$ cat src/rtl/vend_ctrl.sv
// ---------------------------------------------------------------------------
// vend_ctrl
//   Vending transaction controller. Validates incoming coins, keeps a 5-bit
//   running credit, and sequences COLLECT -> DISPENSE -> CHANGE. Cancel or an
//   inactivity timeout in COLLECT returns the credit through REFUND. All
//   handshakes with the dispenser and payout unit are level req/ack.
//
// Parameters
//   PRICE    item price in coin units (1..31)
//   TIMEOUT  idle cycles in COLLECT before an automatic refund (>= 1)
//
// Ports
//   i_clk           system clock, rising edge
//   i_rst           synchronous active-high reset
//   i_coin_valid    one-cycle strobe qualifying i_coin
//   i_coin          coin value (legal: 1, 2, 5, 10)
//   i_cancel        user cancel, level
//   i_dispense_ack  dispenser delivered the item
//   i_change_ack    payout unit took o_change_amt
//   o_total         accumulated credit
//   o_coin_reject   one-cycle pulse: last cycle's coin was refused
//   o_dispense_req  held high while waiting for i_dispense_ack
//   o_change_valid  held high while waiting for i_change_ack
//   o_change_amt    payout amount, stable while o_change_valid is high
//   o_refund        marks the current payout as a refund
//   o_busy          high in every state except IDLE
// ---------------------------------------------------------------------------
module vend_ctrl #(
    parameter logic [4:0]  PRICE   = 5'd15,
    parameter logic [15:0] TIMEOUT = 16'd1000
) (
    input  logic       i_clk,
    input  logic       i_rst,
    input  logic       i_coin_valid,
    input  logic [3:0] i_coin,
    input  logic       i_cancel,
    input  logic       i_dispense_ack,
    input  logic       i_change_ack,
    output logic [4:0] o_total,
    output logic       o_coin_reject,
    output logic       o_dispense_req,
    output logic       o_change_valid,
    output logic [4:0] o_change_amt,
    output logic       o_refund,
    output logic       o_busy
);

    typedef enum logic [2:0] {
        S_IDLE     = 3'd0,
        S_COLLECT  = 3'd1,
        S_DISPENSE = 3'd2,
        S_CHANGE   = 3'd3,
        S_REFUND   = 3'd4
    } state_t;

    state_t      r_state, w_state_nxt;
    logic [4:0]  r_total, w_total_nxt;
    logic [4:0]  r_change_amt, w_amt_nxt;
    logic [15:0] r_idle_cnt, w_cnt_nxt;
    logic        r_coin_reject, w_reject_nxt;
    logic        r_dispense_req, w_disp_nxt;
    logic        r_change_valid, w_cv_nxt;
    logic        r_refund, w_refund_nxt;
    logic        r_busy, w_busy_nxt;

    // Coin qualification
    logic       w_coin_legal;
    logic [5:0] w_sum;
    logic       w_fits;
    logic       w_open;
    logic       w_accept;
    logic       w_timeout;
    logic [4:0] w_change;

    assign w_coin_legal = (i_coin == 4'd1) || (i_coin == 4'd2) ||
                          (i_coin == 4'd5) || (i_coin == 4'd10);
    // 6-bit sum so an overflowing coin is caught rather than wrapping
    assign w_sum        = {1'b0, r_total} + {2'b00, i_coin};
    assign w_fits       = (w_sum <= 6'd31);
    assign w_open       = (r_state == S_IDLE) || (r_state == S_COLLECT);
    // A coin arriving together with cancel is refused so the refund amount
    // is exactly the credit held before that edge.
    assign w_accept     = i_coin_valid && w_coin_legal && w_fits && w_open && !i_cancel;
    assign w_timeout    = (r_idle_cnt == (TIMEOUT - 16'd1)) && !i_coin_valid;
    // Only evaluated in DISPENSE, where r_total >= PRICE is guaranteed
    assign w_change     = r_total - PRICE;

    // State and registered outputs
    always_ff @(posedge i_clk) begin
        if (i_rst) begin
            r_state        <= S_IDLE;
            r_total        <= '0;
            r_change_amt   <= '0;
            r_idle_cnt     <= '0;
            r_coin_reject  <= 1'b0;
            r_dispense_req <= 1'b0;
            r_change_valid <= 1'b0;
            r_refund       <= 1'b0;
            r_busy         <= 1'b0;
        end else begin
            r_state        <= w_state_nxt;
            r_total        <= w_total_nxt;
            r_change_amt   <= w_amt_nxt;
            r_idle_cnt     <= w_cnt_nxt;
            r_coin_reject  <= w_reject_nxt;
            r_dispense_req <= w_disp_nxt;
            r_change_valid <= w_cv_nxt;
            r_refund       <= w_refund_nxt;
            r_busy         <= w_busy_nxt;
        end
    end

    // Next-state logic
    always_comb begin
        w_state_nxt = r_state;
        case (r_state)
            S_IDLE: begin
                if (w_accept) w_state_nxt = S_COLLECT;
            end
            S_COLLECT: begin
                if (i_cancel)              w_state_nxt = S_REFUND;
                else if (r_total >= PRICE) w_state_nxt = S_DISPENSE;
                else if (w_timeout)        w_state_nxt = S_REFUND;
            end
            S_DISPENSE: begin
                if (i_dispense_ack)
                    w_state_nxt = (w_change != 5'd0) ? S_CHANGE : S_IDLE;
            end
            S_CHANGE, S_REFUND: begin
                if (i_change_ack) w_state_nxt = S_IDLE;
            end
            default: w_state_nxt = S_IDLE;
        endcase
    end

    // Output / datapath next values
    always_comb begin
        w_total_nxt = r_total;
        w_amt_nxt   = r_change_amt;
        w_cnt_nxt   = '0;
        if (w_accept) w_total_nxt = w_sum[4:0];
        case (r_state)
            S_COLLECT: begin
                // any strobe counts as activity, even a refused coin
                w_cnt_nxt = i_coin_valid ? 16'd0 : r_idle_cnt + 16'd1;
                if (w_state_nxt == S_REFUND) w_amt_nxt = r_total;
            end
            S_DISPENSE: begin
                if (i_dispense_ack) begin
                    w_amt_nxt = w_change;
                    if (w_change == 5'd0) w_total_nxt = '0;
                end
            end
            S_CHANGE, S_REFUND: begin
                if (i_change_ack) w_total_nxt = '0;
            end
            default: ;
        endcase
        w_reject_nxt = i_coin_valid && !w_accept;
        w_disp_nxt   = (w_state_nxt == S_DISPENSE);
        w_cv_nxt     = (w_state_nxt == S_CHANGE) || (w_state_nxt == S_REFUND);
        w_refund_nxt = (w_state_nxt == S_REFUND);
        w_busy_nxt   = (w_state_nxt != S_IDLE);
    end

    assign o_total        = r_total;
    assign o_coin_reject  = r_coin_reject;
    assign o_dispense_req = r_dispense_req;
    assign o_change_valid = r_change_valid;
    assign o_change_amt   = r_change_amt;
    assign o_refund       = r_refund;
    assign o_busy         = r_busy;

endmodule
$ cat config.mk
export PLATFORM = sky130hd
export DESIGN_NAME = vend_ctrl
export DESIGN_NICKNAME = d
export VERILOG_FILES = /design/src/rtl/vend_ctrl.sv
export SDC_FILE = /design/constraint.sdc
export NUM_CORES = 1
export LEC_CHECK = 0
export CELL_PAD_IN_SITES_DETAIL_PLACEMENT = 1
export CELL_PAD_IN_SITES_GLOBAL_PLACEMENT = 2
export CORE_MARGIN = 2
export CORE_UTILIZATION = 36
export DETAILED_ROUTE_END_ITERATION = 8
export PLACE_DENSITY_LB_ADDON = 0.05
export SYNTH_ARGS = -nofsm -noshare
export SYNTH_HDL_FRONTEND = slang
export SYNTH_SLANG_ARGS = --single-unit
export TNS_END_PERCENT = 5
$ cat constraint.sdc
create_clock -name i_clk -period 6.2 [get_ports i_clk]
set_input_delay 0.62 -clock i_clk [delete_from_list [all_inputs] [get_ports i_clk]]
set_output_delay 0.62 -clock i_clk [all_outputs]
set_load 0.01 [all_outputs]
After elaboration in Yosys (flattened, before gate mapping)
Index checks and enable logic that the tools add are counted.
Cells by class
  $add $sub $neg: 3
  magnitude comparators: 2
  equal/unequal tests: 14
  muxes and demuxes: 16
  bitwise logic cells: 1
  reductions and logical operators: 22
Operators by type and width (count)
  5-bit 2-to-1 mux: 6
  5-bit case mux with 2 select lines: 2
  3-bit 2-to-1 mux: 6
  16-bit by 1-bit adder with 16-bit output, second input constant: 1
  16-bit by 10-bit == test with 1-bit output, second input constant: 1
  3-bit by 2-bit == test with 1-bit output, second input constant: 4
  3-bit case mux with 4 select lines: 1
  5-bit by 4-bit adder with 6-bit output: 1
  3-bit == test, second input constant: 2
  6-bit by 5-bit less-or-equal comparator with 1-bit output, second input constant: 1
  1-bit logical AND: 6
  5-bit by 4-bit >= comparator with 1-bit output, second input constant: 1
  5-bit logical NOT: 1
  1-bit logical OR: 5
  5-bit nonzero test: 1
  5-bit by 4-bit subtractor with 5-bit output, second input constant: 1
  4-bit by 1-bit == test with 1-bit output, second input constant: 1
  4-bit by 2-bit == test with 1-bit output, second input constant: 1
  4-bit by 3-bit == test with 1-bit output, second input constant: 1
  4-bit == test, second input constant: 1
  2-bit != test, second input constant: 2
  3-bit by 1-bit == test with 1-bit output, second input constant: 1
  1-bit logical NOT: 3
  3-bit logical NOT: 1
  other kinds (7): 7
Word-level totals
  register bits after elaboration: 34
  output and inout bits: 15

Depth between registers and ports, before layout
  depth after elaboration: 13
  depth in mapped cells: 8

Worst setup path after synthesis
OpenSTA, ideal clock, no wires.
  path type: register to register
  start: register r_total[1] (netlist: o_total[1])
  end: register r_total[2] (netlist: o_total[2])
  arrival: 1.988 ns
  data required time: 6.050 ns
  path slack: 4.063 ns
  cell stages (with the launch flop): 9
  path buffers: 0
  period minus slack after synthesis: 2.137 ns
  cell sequence: dfxtp_1 ha_1 and3_1 ha_1 nand3b_1 a211o_1 o21ai_0 a221o_1 a211oi_1
On the way
  longest elaborated chain between the ends: 9
RTL lines
  start, declared: line 57  | logic [4:0] r_total, w_total_nxt;
  start signal, assigned: line 102  | r_total <= w_total_nxt;
  5-bit by 4-bit adder with 6-bit output: line 78  | assign w_sum = {1'b0, r_total} + {2'b00, i_coin};
  6-bit by 5-bit less-or-equal comparator with 1-bit output: line 79  | assign w_fits = (w_sum <= 6'd31);
  1-bit logical AND (3 in a row): line 83  | assign w_accept = i_coin_valid && w_coin_legal && w_fits && w_open && !i_cancel;
  5-bit 2-to-1 mux: line 141  | if (w_accept) w_total_nxt = w_sum[4:0];
  5-bit 2-to-1 mux: line 151  | if (w_change == 5'd0) w_total_nxt = '0;
  5-bit 2-to-1 mux: line 149  | if (i_dispense_ack) begin
  5-bit case mux with 2 select lines (*): line 142  | case (r_state)
Mark *: on every way between the ends. The rest lies on a longest branch, timed or not.
A chain may end at the register's enable or synchronous reset.

Worst setup path in the final report
  start: input i_coin[1]
  end: register r_change_valid (netlist: o_change_valid)
On the way
  longest elaborated chain between the ends: 12
RTL lines
  start, declared: line 35  | input logic [3:0] i_coin,
  branches (longest 5 deep; another with 5-bit by 4-bit adder with 6-bit output)
  1-bit logical AND (*) (3 in a row): line 83
  3-bit 2-to-1 mux (*): line 118  | if (w_accept) w_state_nxt = S_COLLECT;
  3-bit case mux with 4 select lines (*): line 116  | case (r_state)
  3-bit by 2-bit == test with 1-bit output / 3-bit == test (equally long branches): line 161  | w_cv_nxt = (w_state_nxt == S_CHANGE) || (w_state_nxt == S_REFUND);
  1-bit logical OR (*): line 161
  end signal, assigned: line 107  | r_change_valid <= w_cv_nxt;
  end, declared: line 62  | logic r_change_valid, w_cv_nxt;
Mark *: on every way between the ends.

==> parameters.txt <==
Parameter                              Value

Run status
  Run status ... completed

Logic synthesis
  EDFF count, synth ... 0
  Syn_nets ... 219
  Most frequently used flop master after synthesis ... sky130_fd_sc_hd__dfxtp_1
  Total standard cell area after synthesis ... 1830 um^2
  Synthesis warning total ... 0
  Count of state elements after synthesis ... 34
  Fraction of the yosys area taken by sequential cells ... 37.2%
  Post-synthesis average cell area ... 9.11 um^2
  Cells after synthesis ... 201
  Ys async rst share ... 0%
  Number of unique standard cell types used by synthesis ... 48

Route
  Routed via count ... 1554
  Detailed-route DRC error count ... 0
  Starting DRC count in detailed routing ... 25
  Routed wire per std cell ... 15.9 um
  Final antenna-violating net count ... 0
  Number of vias per cell after detailed routing ... 5.30
  Total length of routed wires ... 4650 um
  Length of the first detailed-routing pass in iterations ... 4

Cells and area
  Area growth from synthesis to final layout ... 19.5%
  Fraction of final layout cells with drive strength greater than 1 ... 6.64%
  Number of antenna diodes ... 0
  Final net count ... 243

Placement
  Total half-perimeter wirelength after legalization and detailed placement ... 3510 um
  GPL Wtd Cong ... 0.936
  Port Buf Inserts ... 24
  Placement-stage worst setup slack ... 3310 ps

Global route
  Antenna violations before repair ... 0
  GR Overflow Total ... 0
  GRT Total Usage ... 18.6%
  First-pass GRT wire length ... 7960 um
  Vias in the first global route ... 1618
  Pin count of the biggest net entering global routing ... 17

STA
  Setup TNS Final ... 0 ps
  Clock Skew ... 3.70 ps
  Final worst path period need ... 2620 ps
  Setup repair after global routing missed its margin ... no
  Final count of negative-setup-slack endpoints ... 0
  Worst relative slew slack ... 52.6%
  Final Slew Violations ... 0
  Slew at the pin closest to its max-slew limit ... 702 ps
  Achievable Freq ... 381 MHz
  Hold Fails Final Rpt ... 0
  Smallest setup slack after layout ... 3580 ps
  Final Cycle Share ... 42.3%

Pwr
  Leakage ... 0.000826 uW
  Final total power ... 424 uW
  Worst VDD drop ... 0.0000901 V
  Pwr per Cell Area ... 194 nW/um^2

Worst hold path
  Worst Hold Class ... flop to flop
  Launch point of the worst hold path ... r_idle_cnt[0]

Critical path
  Source of the critical timing path ... i_coin[1]
  Data arrival time of the worst path ... 2830 ps
  Crit Reg-Reg Startpoint ... o_total[1]
  Worst setup path category ... input pin to flop
  Crit Path Max Fanout ... 8
  Kind of launch point of the worst setup path ... input pin
  Critical Path End Type ... flop
  Worst endpoint required time ... 6410 ps

Floorplanning
  Initial Util ... 38.0%
  Placement Rows ... 25
  Full die area ... 5670 um^2
  Horizontal extent of the die ... 75.3 um
  Number of top-level pins ... 25
  Height of the die ... 75.3 um
  Floorplan core area ... 4820 um^2

Job
  Number of max-cap violations ... 0

Clock tree
  Longest Clk Path Bufs ... 2
  Number of sinks driven by the clock tree ... 34
  Count of instances resized after the clock tree is built ... 0
  Clock slew at the register clock pins of the worst setup and hold paths ... 70 ps
  H-Tree Level Count ... 2
  TritonCTS clock tree ... yes
  Number of buffers added to fix hold violations after cts ... 0
  Setup Fix Bufs, Post-CTS ... 0
  TritonCTS buffer count ... 5
  Clock latency on the worst-skew pair ... 290 ps
  Cell at the root of the clock tree ... sky130_fd_sc_hd__clkbuf_8
flip-flops by register name, indices dropped and copies added, names as in the netlist:
| signal | count |
|---|---|
| o_dispense_req | 1 |
| o_change_valid | 1 |
| r_state | 3 |
| o_busy | 1 |
| o_coin_reject | 1 |
| o_change_amt | 5 |
| r_idle_cnt | 16 |
| o_total | 5 |
| o_refund | 1 |
layout make-up:
| cell class | instances | area (um^2) |
|---|---|---|
| clock buffer | 7 | 86.3 |
| clock inverter | 1 | 5.00 |
| fill | 596 | 2630 |
| inverter | 8 | 30.0 |
| multi-input combinational | 152 | 1060 |
| sequential | 34 | 681 |
| tap | 67 | 83.8 |
| timing repair buffer | 24 | 240 |
worst paths after layout:
check / to / slack [ps] / cells past startpoint
setup / recovery: o_change_valid / 3580 / 7
hold / removal: r_idle_cnt[0] / 500 / 1
setup reg to reg: o_change_valid / 3700 / 8
hold reg to reg: r_idle_cnt[0] / 500 / 1
per-stage QoR:
stage | utilization, % | area [um^2] | hold WS [ps] | cells
final | 45.5 | 2190 | 496 | 293
after global routing | 45.5 | 2190 | 532 | 293
after CTS | 45.5 | 2190 | 503 | 293
after detailed placement | 43.6 | 2100 | 485 | 285
after global placement | 43.6 | 2100 | 478 | 285
after floorplan | - | 1830 | 447 | 201
cell families (layout without fill, tap and decap cells):
logic type,after synthesis,after routing,share of synthesized area [%]
compound gates,34,34,13.7
xor+xnor,20,20,9.56
fa+ha+maj,8,8,5.87
buf+inv,15,40,4.78
flops,34,34,37.2
mux,4,4,2.19
simple gates,86,86,26.8
worst max-delay path, cell delays in order:
cell and delay (ps):
sky130_fd_sc_hd__clkdlybuf4s50_1 550, sky130_fd_sc_hd__ha_1 260, sky130_fd_sc_hd__a21oi_1 200, sky130_fd_sc_hd__o211ai_1 170, sky130_fd_sc_hd__nor3_2 570, sky130_fd_sc_hd__a211oi_1 260
sky130_fd_sc_hd__o22ai_1 200
cells in the mapped netlist, drive strengths merged (2+ instances only):
master / number / area, um^2
nor4: 6 / 58.8
mux2i: 4 / 40.0
dfxtp: 34 / 681
ha: 7 / 87.6
o21ai: 7 / 35.0
nor3: 2 / 15.0
a211oi: 2 / 15.0
a211o: 2 / 17.5
buf: 4 / 45.0
inv: 8 / 30.0
nor2b: 2 / 12.5
nand2: 11 / 41.3
and4: 4 / 35.0
and3: 5 / 31.3
nand4: 4 / 25.0
o211ai: 2 / 15.0
clkbuf: 3 / 12.5
nor2: 28 / 113
a21oi: 4 / 20.0
nor3b: 4 / 35.0
xnor2: 8 / 70.1
xor2: 12 / 105
a21o: 2 / 15.0
o211a: 4 / 40.0
nand3: 13 / 65.1
a31oi: 3 / 18.8
where the power goes:
part           internal (uW)  switching, uW  total [uW]
registers                221           3.28         224
logic                   15.2           15.5        30.7
clock network           89.6           79.8         169
routing by layer:
| layer | track usage [%] | vias up | part of all wire [%] |
|---|---|---|---|
| met5 | 0 | - | 0 |
| met4 | 7.21 | 0 | 1.7 |
| met3 | 2.91 | 7 | 2.2 |
| met2 | 34.2 | 20 | 52 |
| met1 | 21.6 | 756 | 44 |
| li1 | - | 771 | - |
layout by cell type (no fill, tap or decap), types with 3 or more instances in the layout:
master / n
sky130_fd_sc_hd__clkdlybuf4s50_1: 24
sky130_fd_sc_hd__nand3_1: 13
sky130_fd_sc_hd__nor2_1: 25
sky130_fd_sc_hd__a21oi_1: 4
sky130_fd_sc_hd__nor2_2: 3
sky130_fd_sc_hd__nand2_1: 11
sky130_fd_sc_hd__dfxtp_1: 34
sky130_fd_sc_hd__o21ai_0: 7
sky130_fd_sc_hd__clkbuf_8: 6
sky130_fd_sc_hd__a31oi_1: 3
sky130_fd_sc_hd__nand4_1: 4
sky130_fd_sc_hd__and4_1: 4
sky130_fd_sc_hd__nor3b_1: 3
sky130_fd_sc_hd__nor4_1: 4
sky130_fd_sc_hd__o211a_1: 4
sky130_fd_sc_hd__inv_1: 8
sky130_fd_sc_hd__and3_1: 5
sky130_fd_sc_hd__ha_1: 7
sky130_fd_sc_hd__mux2i_1: 4
sky130_fd_sc_hd__xnor2_1: 8
sky130_fd_sc_hd__xor2_1: 12
Power figures use the tool's default switching activity.
